===== src/rtl/if_fetch_unit_pkg.sv =====
// Shared encodings for the instruction-fetch stage: next-PC select codes,
// fetch FSM states and the canonical NOP word.
package if_fetch_unit_pkg;

    // Matches the branch-control unit's PCSrc encoding
    localparam logic [1:0] PCSRC_INC   = 2'b00;
    localparam logic [1:0] PCSRC_BR    = 2'b01;
    localparam logic [1:0] PCSRC_ALU   = 2'b10;
    localparam logic [1:0] PCSRC_NOINC = 2'b11;

    localparam logic [31:0] INST_NOP = 32'h0000_0013;

    typedef enum logic [1:0] {
        FETCH_IDLE = 2'b00,
        FETCH_REQ  = 2'b01,
        FETCH_DROP = 2'b10
    } fetch_state_t;

    function automatic logic is_redirect(input logic [1:0] pcsrc);
        return (pcsrc == PCSRC_BR) || (pcsrc == PCSRC_ALU);
    endfunction

endpackage


===== src/rtl/if_fetch_unit_if.sv =====
// Instruction-memory request/ack bus plus the IF/ID valid/ready boundary,
// seen from the fetch unit (master) and from memory/decode (slave).
interface if_fetch_unit_if #(
    parameter int ADDR_WIDTH = 64,
    parameter int INST_WIDTH = 32
);
    logic                  IMemReq;
    logic [ADDR_WIDTH-1:0] IMemAddr;
    logic                  IMemAck;
    logic [INST_WIDTH-1:0] IMemRdata;

    logic                  IfReady;
    logic                  IfValid;
    logic [INST_WIDTH-1:0] IfInstr;
    logic [ADDR_WIDTH-1:0] IfPC;

    modport master (
        output IMemReq,
        output IMemAddr,
        input  IMemAck,
        input  IMemRdata,
        input  IfReady,
        output IfValid,
        output IfInstr,
        output IfPC
    );

    modport slave (
        input  IMemReq,
        input  IMemAddr,
        output IMemAck,
        output IMemRdata,
        output IfReady,
        input  IfValid,
        input  IfInstr,
        input  IfPC
    );

endinterface


===== src/rtl/if_fetch_unit_buffer.sv =====
// Single-entry IF/ID holding register; a push in the same cycle as a pop
// replaces the entry, and a flush empties it regardless of the consumer.
module if_fetch_unit_buffer #(
    parameter int ADDR_WIDTH = 64,
    parameter int INST_WIDTH = 32
) (
    input  logic                  clk,
    input  logic                  rst,
    input  logic                  flush,
    input  logic                  push,
    input  logic                  pop,
    input  logic [INST_WIDTH-1:0] push_instr,
    input  logic [ADDR_WIDTH-1:0] push_pc,
    output logic                  valid,
    output logic [INST_WIDTH-1:0] instr,
    output logic [ADDR_WIDTH-1:0] pc
);

    always_ff @(posedge clk or posedge rst) begin
        if (rst) begin
            valid <= 1'b0;
            instr <= '0;
            pc    <= '0;
        end else if (flush) begin
            valid <= 1'b0;
        end else if (push) begin
            valid <= 1'b1;
            instr <= push_instr;
            pc    <= push_pc;
        end else if (pop) begin
            valid <= 1'b0;
        end
    end

endmodule


===== src/rtl/if_fetch_unit.sv =====
// Instruction-fetch stage: owns the PC, runs the req/ack handshake with
// instruction memory and squashes wrong-path fetches on a redirect.
module if_fetch_unit
    import if_fetch_unit_pkg::*;
#(
    parameter int                    ADDR_WIDTH = 64,
    parameter int                    INST_WIDTH = 32,
    parameter logic [ADDR_WIDTH-1:0] RESET_PC   = '0
) (
    input  logic                  clk,
    input  logic                  rst,
    input  logic [1:0]            PCSrc,
    input  logic [ADDR_WIDTH-1:0] BrTarget,
    input  logic [ADDR_WIDTH-1:0] AluTarget,
    if_fetch_unit_if.master       bus,
    output logic                  Flush,
    output logic                  MisalignErr
);

    fetch_state_t          state;
    fetch_state_t          state_next;
    logic [ADDR_WIDTH-1:0] pc;
    logic [ADDR_WIDTH-1:0] pc_next;
    logic [ADDR_WIDTH-1:0] drop_addr;
    logic [ADDR_WIDTH-1:0] target;
    logic                  redirect;
    logic                  misaligned;
    logic                  buf_free;
    logic                  issue_ok;
    logic                  capture;

    always_comb begin
        redirect   = is_redirect(PCSrc);
        target     = (PCSrc == PCSRC_BR) ? BrTarget : AluTarget;
        misaligned = redirect && (target[1:0] != 2'b00);
        buf_free   = !bus.IfValid || bus.IfReady;
        issue_ok   = (PCSrc != PCSRC_NOINC) && buf_free;
        capture    = (state == FETCH_REQ) && bus.IMemAck && !redirect;
    end

    // While a discarded request is still outstanding its address must stay
    // on the bus even though the PC already points at the redirect target.
    assign bus.IMemReq  = (state != FETCH_IDLE);
    assign bus.IMemAddr = (state == FETCH_DROP) ? drop_addr : pc;
    assign Flush        = redirect;

    // Back-to-back fetch only continues if the consumer is draining, since
    // the just-captured word occupies the single buffer entry.
    always_comb begin
        state_next = state;
        pc_next    = pc;

        case (state)
            FETCH_IDLE: begin
                if (redirect || issue_ok) begin
                    state_next = FETCH_REQ;
                end
            end
            FETCH_REQ: begin
                if (bus.IMemAck) begin
                    if (redirect) begin
                        state_next = FETCH_REQ;
                    end else if ((PCSrc == PCSRC_INC) && bus.IfReady) begin
                        state_next = FETCH_REQ;
                    end else begin
                        state_next = FETCH_IDLE;
                    end
                end else if (redirect) begin
                    state_next = FETCH_DROP;
                end
            end
            FETCH_DROP: begin
                if (bus.IMemAck) begin
                    state_next = (redirect || issue_ok) ? FETCH_REQ : FETCH_IDLE;
                end
            end
            default: begin
                state_next = FETCH_IDLE;
            end
        endcase

        if (redirect) begin
            pc_next = {target[ADDR_WIDTH-1:2], 2'b00};
        end else if (capture && (PCSrc == PCSRC_INC)) begin
            pc_next = pc + ADDR_WIDTH'(4);
        end
    end

    always_ff @(posedge clk or posedge rst) begin
        if (rst) begin
            state       <= FETCH_IDLE;
            pc          <= RESET_PC;
            drop_addr   <= RESET_PC;
            MisalignErr <= 1'b0;
        end else begin
            state       <= state_next;
            pc          <= pc_next;
            MisalignErr <= misaligned;
            if ((state == FETCH_REQ) && !bus.IMemAck && redirect) begin
                drop_addr <= pc;
            end
        end
    end

    if_fetch_unit_buffer #(
        .ADDR_WIDTH(ADDR_WIDTH),
        .INST_WIDTH(INST_WIDTH)
    ) u_buffer (
        .clk       (clk),
        .rst       (rst),
        .flush     (redirect),
        .push      (capture),
        .pop       (bus.IfReady),
        .push_instr(bus.IMemRdata),
        .push_pc   (pc),
        .valid     (bus.IfValid),
        .instr     (bus.IfInstr),
        .pc        (bus.IfPC)
    );

endmodule

===== src/flat_wrapper.sv =====
// flat-port wrapper written by rule: the top's interface ports become plain ports
module if_fetch_unit_flat import if_fetch_unit_pkg::*;
#(
    parameter int                    ADDR_WIDTH = 64,
    parameter int                    INST_WIDTH = 32,
    parameter logic [ADDR_WIDTH-1:0] RESET_PC   = '0
)
  (clk, rst, PCSrc, BrTarget, AluTarget, Flush, MisalignErr, bus_IMemReq, bus_IMemAddr, bus_IMemAck, bus_IMemRdata, bus_IfReady, bus_IfValid, bus_IfInstr, bus_IfPC);
  if_fetch_unit_if #(.ADDR_WIDTH(ADDR_WIDTH), .INST_WIDTH(INST_WIDTH)) bus_i ();
  input  logic clk;
  input  logic rst;
  input  logic [1:0] PCSrc;
  input  logic [ADDR_WIDTH-1:0] BrTarget;
  input  logic [ADDR_WIDTH-1:0] AluTarget;
  output logic Flush;
  output logic MisalignErr;
  output wire logic [$bits(bus_i.IMemReq)-1:0] bus_IMemReq;
  output wire logic [$bits(bus_i.IMemAddr)-1:0] bus_IMemAddr;
  input wire logic [$bits(bus_i.IMemAck)-1:0] bus_IMemAck;
  input wire logic [$bits(bus_i.IMemRdata)-1:0] bus_IMemRdata;
  input wire logic [$bits(bus_i.IfReady)-1:0] bus_IfReady;
  output wire logic [$bits(bus_i.IfValid)-1:0] bus_IfValid;
  output wire logic [$bits(bus_i.IfInstr)-1:0] bus_IfInstr;
  output wire logic [$bits(bus_i.IfPC)-1:0] bus_IfPC;
  assign bus_IMemReq = bus_i.IMemReq;
  assign bus_IMemAddr = bus_i.IMemAddr;
  assign bus_i.IMemAck = bus_IMemAck;
  assign bus_i.IMemRdata = bus_IMemRdata;
  assign bus_i.IfReady = bus_IfReady;
  assign bus_IfValid = bus_i.IfValid;
  assign bus_IfInstr = bus_i.IfInstr;
  assign bus_IfPC = bus_i.IfPC;
  if_fetch_unit #(.ADDR_WIDTH(ADDR_WIDTH), .INST_WIDTH(INST_WIDTH), .RESET_PC(RESET_PC)) u_core (.clk(clk), .rst(rst), .PCSrc(PCSrc), .BrTarget(BrTarget), .AluTarget(AluTarget), .bus(bus_i), .Flush(Flush), .MisalignErr(MisalignErr));
endmodule

===== config.mk =====
export PLATFORM = sky130hd
export DESIGN_NAME = if_fetch_unit_flat
export DESIGN_NICKNAME = d
export VERILOG_FILES = /design/src/rtl/if_fetch_unit_pkg.sv /design/src/rtl/if_fetch_unit_if.sv /design/src/rtl/if_fetch_unit_buffer.sv /design/src/rtl/if_fetch_unit.sv /design/src/flat_wrapper.sv
export SDC_FILE = /design/constraint.sdc
export NUM_CORES = 1
export LEC_CHECK = 0
export ABC_AREA = 1
export BUFFER_PORTS_ARGS = -buffer_cell sky130_fd_sc_hd__buf_2
export CORE_MARGIN = 2
export CORE_UTILIZATION = 55
export CTS_BUF_LIST = sky130_fd_sc_hd__clkbuf_4 sky130_fd_sc_hd__clkbuf_8 sky130_fd_sc_hd__clkbuf_16
export DETAILED_ROUTE_END_ITERATION = 8
export PLACE_DENSITY = 0.83
export SKIP_LAST_GASP = 1
export SYNTH_ARGS = -nofsm -noshare
export SYNTH_HDL_FRONTEND = slang
export SYNTH_HIERARCHICAL = 1
export SYNTH_SLANG_ARGS = --single-unit

===== constraint.sdc =====
create_clock -name clk -period 12.6 [get_ports clk]
set_input_delay 1.89 -clock clk [delete_from_list [all_inputs] [get_ports clk]]
set_output_delay 1.89 -clock clk [all_outputs]
set_load 0.02 [all_outputs]

**Word-level counts from Yosys, hierarchy flattened**

Index checks and enable logic that the tools add are counted.

- Eq/ne operators: 8
- $add $sub $neg: 1
- Multiplexer cells: 15
- Reductions and logical operators: 22
- Bitwise gates (word level): 1

Operators by type and width:

| operator | count |
|---|---|
| $mux W64 | 4 |
| $add A64 B3 Y64 const B | 1 |
| $mux W2 | 5 |
| $logic_and A1 B1 Y1 | 8 |
| $pmux W2 S3 | 1 |
| $reduce_bool A2 Y1 | 3 |
| $mux W1 | 5 |
| $eq A2 B1 Y1 const B | 2 |
| $eq A2 B2 Y1 const B | 2 |
| $logic_not A2 Y1 | 2 |
| $ne A2 B2 Y1 const B | 2 |
| $logic_not A1 Y1 | 3 |
| $logic_or A1 B1 Y1 | 3 |
| $ne A3 B2 Y1 const B | 1 |
| $reduce_and A3 Y1 | 1 |
| $reduce_bool A3 Y1 | 1 |
| $ne A2 B1 Y1 const B | 1 |
| $reduce_and A2 Y1 | 1 |
| $not A1 Y1 | 1 |

- Input bits: 166
- Output and inout port bits: 164
- Bits in registers: 228

**Longest topological paths before layout**

- Word-level depth: 7
- Depth in mapped cells: 11

**Hierarchy**

The synthesis kept the hierarchy.

By module, submodules not included:

| module | area each (um^2) | cells an instance | seq. area each (um^2) | times used |
|---|---|---|---|---|
| if_fetch_unit | 8,803.4 | 1,369 | 3,178.0 | 1 |
| if_fetch_unit_buffer | 3,862.5 | 422 | 2,427.3 | 1 |

**Least setup slack after synthesis**

OpenSTA, ideal clock, no wires.

- Path kind: input to output
- From: input PCSrc[1]
- To: output Flush
- Slack: 8,344 ps
- Cell stages on the path: 2
- Arrival time: 2,366 ps
- Buffers on the path: 0
- Cells stage by stage: inv_1 -> ha_1

- Longest elaborated chain between the ends: 2
- Elaborated cells on any way between the ends: 3

RTL lines:

| what | RTL line | RTL |
|---|---|---|
| from (decl) | flat_wrapper.sv:12 | `input logic [1:0] PCSrc;` |
| $eq A2 B1 Y1 or $eq A2 B2 Y1 (tied branches) | if_fetch_unit_pkg.sv:20 | `return (pcsrc == PCSRC_BR) \|\| (pcsrc == PCSRC_ALU);` |
| $logic_or A1 B1 Y1 * | if_fetch_unit_pkg.sv:20 |  |
| to (decl) | flat_wrapper.sv:15 | `output logic Flush;` |

Mark *: on every way between the ends. The rest lies on a longest branch, timed or not.

**Worst setup path in the final report**

- From: input PCSrc[0]
- To: register u_core.pc[5]

- Longest elaborated chain between the ends: 6
- Elaborated cells on any way between the ends: 10

RTL lines:

| what | RTL line | RTL |
|---|---|---|
| $eq A2 B1 Y1 or $eq A2 B2 Y1 (tied branches) | if_fetch_unit_pkg.sv:20, if_fetch_unit.sv:34 |  |
| $logic_or A1 B1 Y1 | if_fetch_unit_pkg.sv:20 |  |
| $logic_not A1 Y1 | if_fetch_unit.sv:38 | `capture = (state == FETCH_REQ) && bus.IMemAck && !redirect;` |
| $logic_and A1 B1 Y1 | if_fetch_unit.sv:38 |  |
| $logic_and A1 B1 Y1 | if_fetch_unit.sv:84 | `end else if (capture && (PCSrc == PCSRC_INC)) begin` |
| $reduce_bool A2 Y1 (no line) | - |  |
| to (signal assigned) | if_fetch_unit.sv:97 | `pc <= pc_next;` |
| to (decl) | if_fetch_unit.sv:22 | `logic [ADDR_WIDTH-1:0] pc;` |

Parallel ways exist; a longest one is shown, timed or not.
A chain may end at the register's enable or synchronous reset.

==> flow_summary.ini <==
[run_status]
status = finished, final reports clean

[global_routing]
grt_use_met2_pct = 53.0
met3_usage_pct = 6.44
gr-total-overflow = 0
track_usage_pct = 34.2
grt_pass1_wl_mm = 65.3
grt_pass1_vias = 12200
use_met1_pct = 48.9
grt_antenna_before_repair = 3
grt_start_max_net_pins = 129
busiest_layer = met2

[setup_path]
cp.arrival_ns = 5.07
crit_top_cell = buf_4
reg2reg_depth = 7
crit_path_start = PCSrc[0]
critical_path.endpoint_type = flip-flop
worstSetupEndpoint = u_core/pc[5]$_DFFE_PP0P_
reg2reg_slack_ns = 9.68
worstPathCellList = buf_2 -> inv_1 -> ha_2 -> buf_4 -> inv_2 -> buf_4 -> nand2_4 -> buf_4 -> inv_2 -> o31ai_1 -> inv_1
start_kind = primary input
r2r-start = u_core/state[1]$_DFFE_PP0P_
max_stage_delay_ns = 0.64
worst_path_max_delay_cell = buf_4
path_class = primary input to flip-flop
worst_r2r_endpoint = u_core/pc[5]$_DFFE_PP0P_
cp.required_ns = 13.02
crit_fanout = 76

[sta]
fin_crit_sh_pct = 36.9
fin_tns_setup_ns = 0
maxSlewViolCount = 0
finalHoldViolations = 0
rsz0062_at_grt = false
slew_headroom_pct = 16.1
period_minus_slack_ns = 4.65
finalSetupViolCount = 0
clock_skew_ns = 0.0131
tightest_slew_ns = 1.26
fmax_mhz = 215

[floorplanning]
die_x_um = 156
start_util_pct = 55.9
ios = 330
fp.dieH_um = 156
fp.coreArea_um2 = 22600
die-area_um2 = 24300
num_rows = 55

[finish]
areaGrowthSynthToFinish_pct = 18.9
multiInputGateArea_um2 = 6000
seqCellArea_um2 = 5610
layout-drive-gt1-share_pct = 21.5
nFillCells = 2004
fin_nets = 2226
final_cell_count_no_fill = 2357

[synth]
yosysMostFrequentCell = nand2_1
synth_ff_type = dfrtp_1
ys_seq_elements = 224
synth-edff-count = 0
synth_cell_type_count = 36
yosys.area.top_type = dfrtp_1
synth_top_area_share_pct = 44.3
ys_seq_area_share_pct = 44.3
netlist_instances = 1791
syn_area_per_cell_um2 = 7.07
netlist_area_um2 = 12700
yosysWarnings = 6
synth_common_cells = 480 x nand2_1, 252 x nor2_1, 224 x dfrtp_1, 167 x o21ai_0, 162 x nand3_1
synth_area_leaders = dfrtp_1 44%, nand2_1 14%, nor2_1 7.5%, o21ai_0 6.6%, nand3_1 6.4%
synth-async-reset-ratio_pct = 100

[cts]
cts_buffers = 24
insertion_delay_ns = 0.53
ctsResizeCount = 0
cts_tree = done
clkSlewWorstSetupHoldPaths_ns = 0.06
cts_root_buffer = clkbuf_16
cts_max_level = 1
hold_buffers = 0
cts_sinks = 224
clockBufferDepth = 3
post_cts_buffers = 0

[min_path]
min_path_type = flip-flop to flip-flop
worstHoldStart = u_core/u_buffer/instr[13]$_DFFE_PP0P_

[placement]
post-place-cells = 2315
globalplace.congestion = 0.950
numPortBuffers = 327
dpl.hpwl_mm = 29.9

[drt]
via_per_inst = 5.65
first_iter_violations = 1413
drt-pass1-iter-count = 7
drc = 0
wl_per_cell_um = 18.0
via_count = 13300
ant_nets = 0
routed_wl_mm = 42.4

[power]
ir_drop_uv = 161
leakage_nw = 8.24
powerDensity_nw_per_um2 = 217

[run]
cap_violations = 0
==> per-stage QoR <==
stage / util, % / setup slack, ns / hold slack [ns] / total power (W) / instance area [um2]
2_1_floorplan: - / 7.33 / 0.454 / 0.00208 / 12700
3_3_place_gp: 63.1 / 7.59 / 0.448 / 0.00251 / 14300
3_5_place_dp: 63.1 / 7.50 / 0.454 / 0.00256 / 14300
4_1_cts: 66.5 / 8.04 / 0.468 / 0.00326 / 15100
5_1_grt: 66.5 / 7.63 / 0.482 / 0.00347 / 15100
6_report: 66.5 / 7.95 / 0.464 / 0.00327 / 15100
==> state kept, by name, indices dropped and copies added (netlist names) <==
name / flops
u_core/u_buffer/pc: 64
u_core/u_buffer/valid: 1
u_core/pc: 62
u_core/state: 2
u_core/u_buffer/instr: 32
u_core/MisalignErr: 1
u_core/drop_addr: 62
==> worst min path at each step <==
stage / slack, ns / endpoint / depth (start not counted)
2_1_floorplan: 0.45 / u_core/drop_addr[10]$_DFFE_PP0P_ / 2
3_3_place_gp: 0.45 / u_core/u_buffer/instr[19]$_DFFE_PP0P_ / 2
3_5_place_dp: 0.45 / u_core/u_buffer/pc[18]$_DFFE_PP0P_ / 2
4_1_cts: 0.47 / u_core/u_buffer/instr[20]$_DFFE_PP0P_ / 2
5_1_grt: 0.48 / u_core/u_buffer/instr[5]$_DFFE_PP0P_ / 2
6_report: 0.46 / u_core/u_buffer/instr[13]$_DFFE_PP0P_ / 2
==> cell type report <==
| class | instances | area share, % |
|---|---|---|
| Clock inverter | 8 | 0.532 |
| Timing Repair Buffer | 336 | 11.3 |
| Sequential cell | 224 | 37.2 |
| Inverter | 162 | 4.07 |
| Multi-Input combinational cell | 1308 | 39.8 |
| Tap cell | 285 | 2.37 |
| Clock buffer | 32 | 4.63 |
| Antenna cell | 2 | 0.0332 |
==> logic make-up after synthesis <==
group / after synthesis / synth area share [%]
AO/OA/AOI/OAI: 339 / 14.1
XOR/XNOR: 3 / 0.207
buffers and inverters: 262 / 8.74
other: 1 / 0.0296
adder cells (fa/ha/maj): 4 / 0.395
AND/OR/NAND/NOR: 958 / 32.2
flip-flops: 224 / 44.3
==> per-layer routing <==
| metal | share of wire, % | routed length (um) | vias up |
|---|---|---|---|
| met5 | 0.031 | 13 | - |
| met4 | 2.9 | 1240 | 2 |
| met3 | 9.9 | 4180 | 97 |
| met2 | 45 | 19000 | 723 |
| met1 | 42 | 18000 | 6203 |
| li1 | - | - | 6287 |
==> worst max-delay path: cells and delay by family <==
family | cells | cell delay (ns)
adder cells (fa/ha/maj) | 1 | 0.31
AND/OR/NAND/NOR | 1 | 0.51
AO/OA/AOI/OAI | 1 | 0.27
buffers and inverters | 8 | 2.00
==> where the power goes <==
part	internal [W]	leakage (nW)	switching (W)
logic	0.000411	5.14	0.000908
clock network	0.000408	0.393	0.000294
registers	0.00101	2.71	0.000232
total	0.00183	8.24	0.00143
==> layout by cell type (no fill, tap or decap), types with 2 or more instances in the layout <==
cell type / synthesis / routed
a21oi_1: 106 / 106
a21oi_2: 2 / 2
a22oi_1: 2 / 2
a31oi_1: 6 / 6
buf_2: 30 / 327
buf_4: 15 / 9
clkbuf_16: 0 / 24
clkbuf_4: 0 / 2
clkbuf_8: 0 / 6
clkinv_2: 0 / 5
conb_1: 1 / 4
dfrtp_1: 224 / 224
diode_2: 0 / 2
ha_1: 4 / 2
ha_2: 0 / 2
inv_1: 154 / 152
inv_2: 7 / 8
inv_4: 0 / 2
nand2_1: 480 / 479
nand2_2: 17 / 16
nand2_4: 6 / 8
nand3_1: 162 / 161
nand3_2: 5 / 5
nand4_1: 8 / 8
nor2_1: 252 / 251
nor2_2: 12 / 12
nor2_4: 5 / 6
nor2_8: 4 / 4
nor3_1: 6 / 6
o211ai_1: 13 / 13
o21ai_0: 167 / 167
o21ai_1: 22 / 22
o21ai_2: 2 / 2
o22ai_1: 12 / 12
o31ai_1: 6 / 6
xor2_1: 2 / 2
No activity file was read; power rests on OpenSTA's default activity.
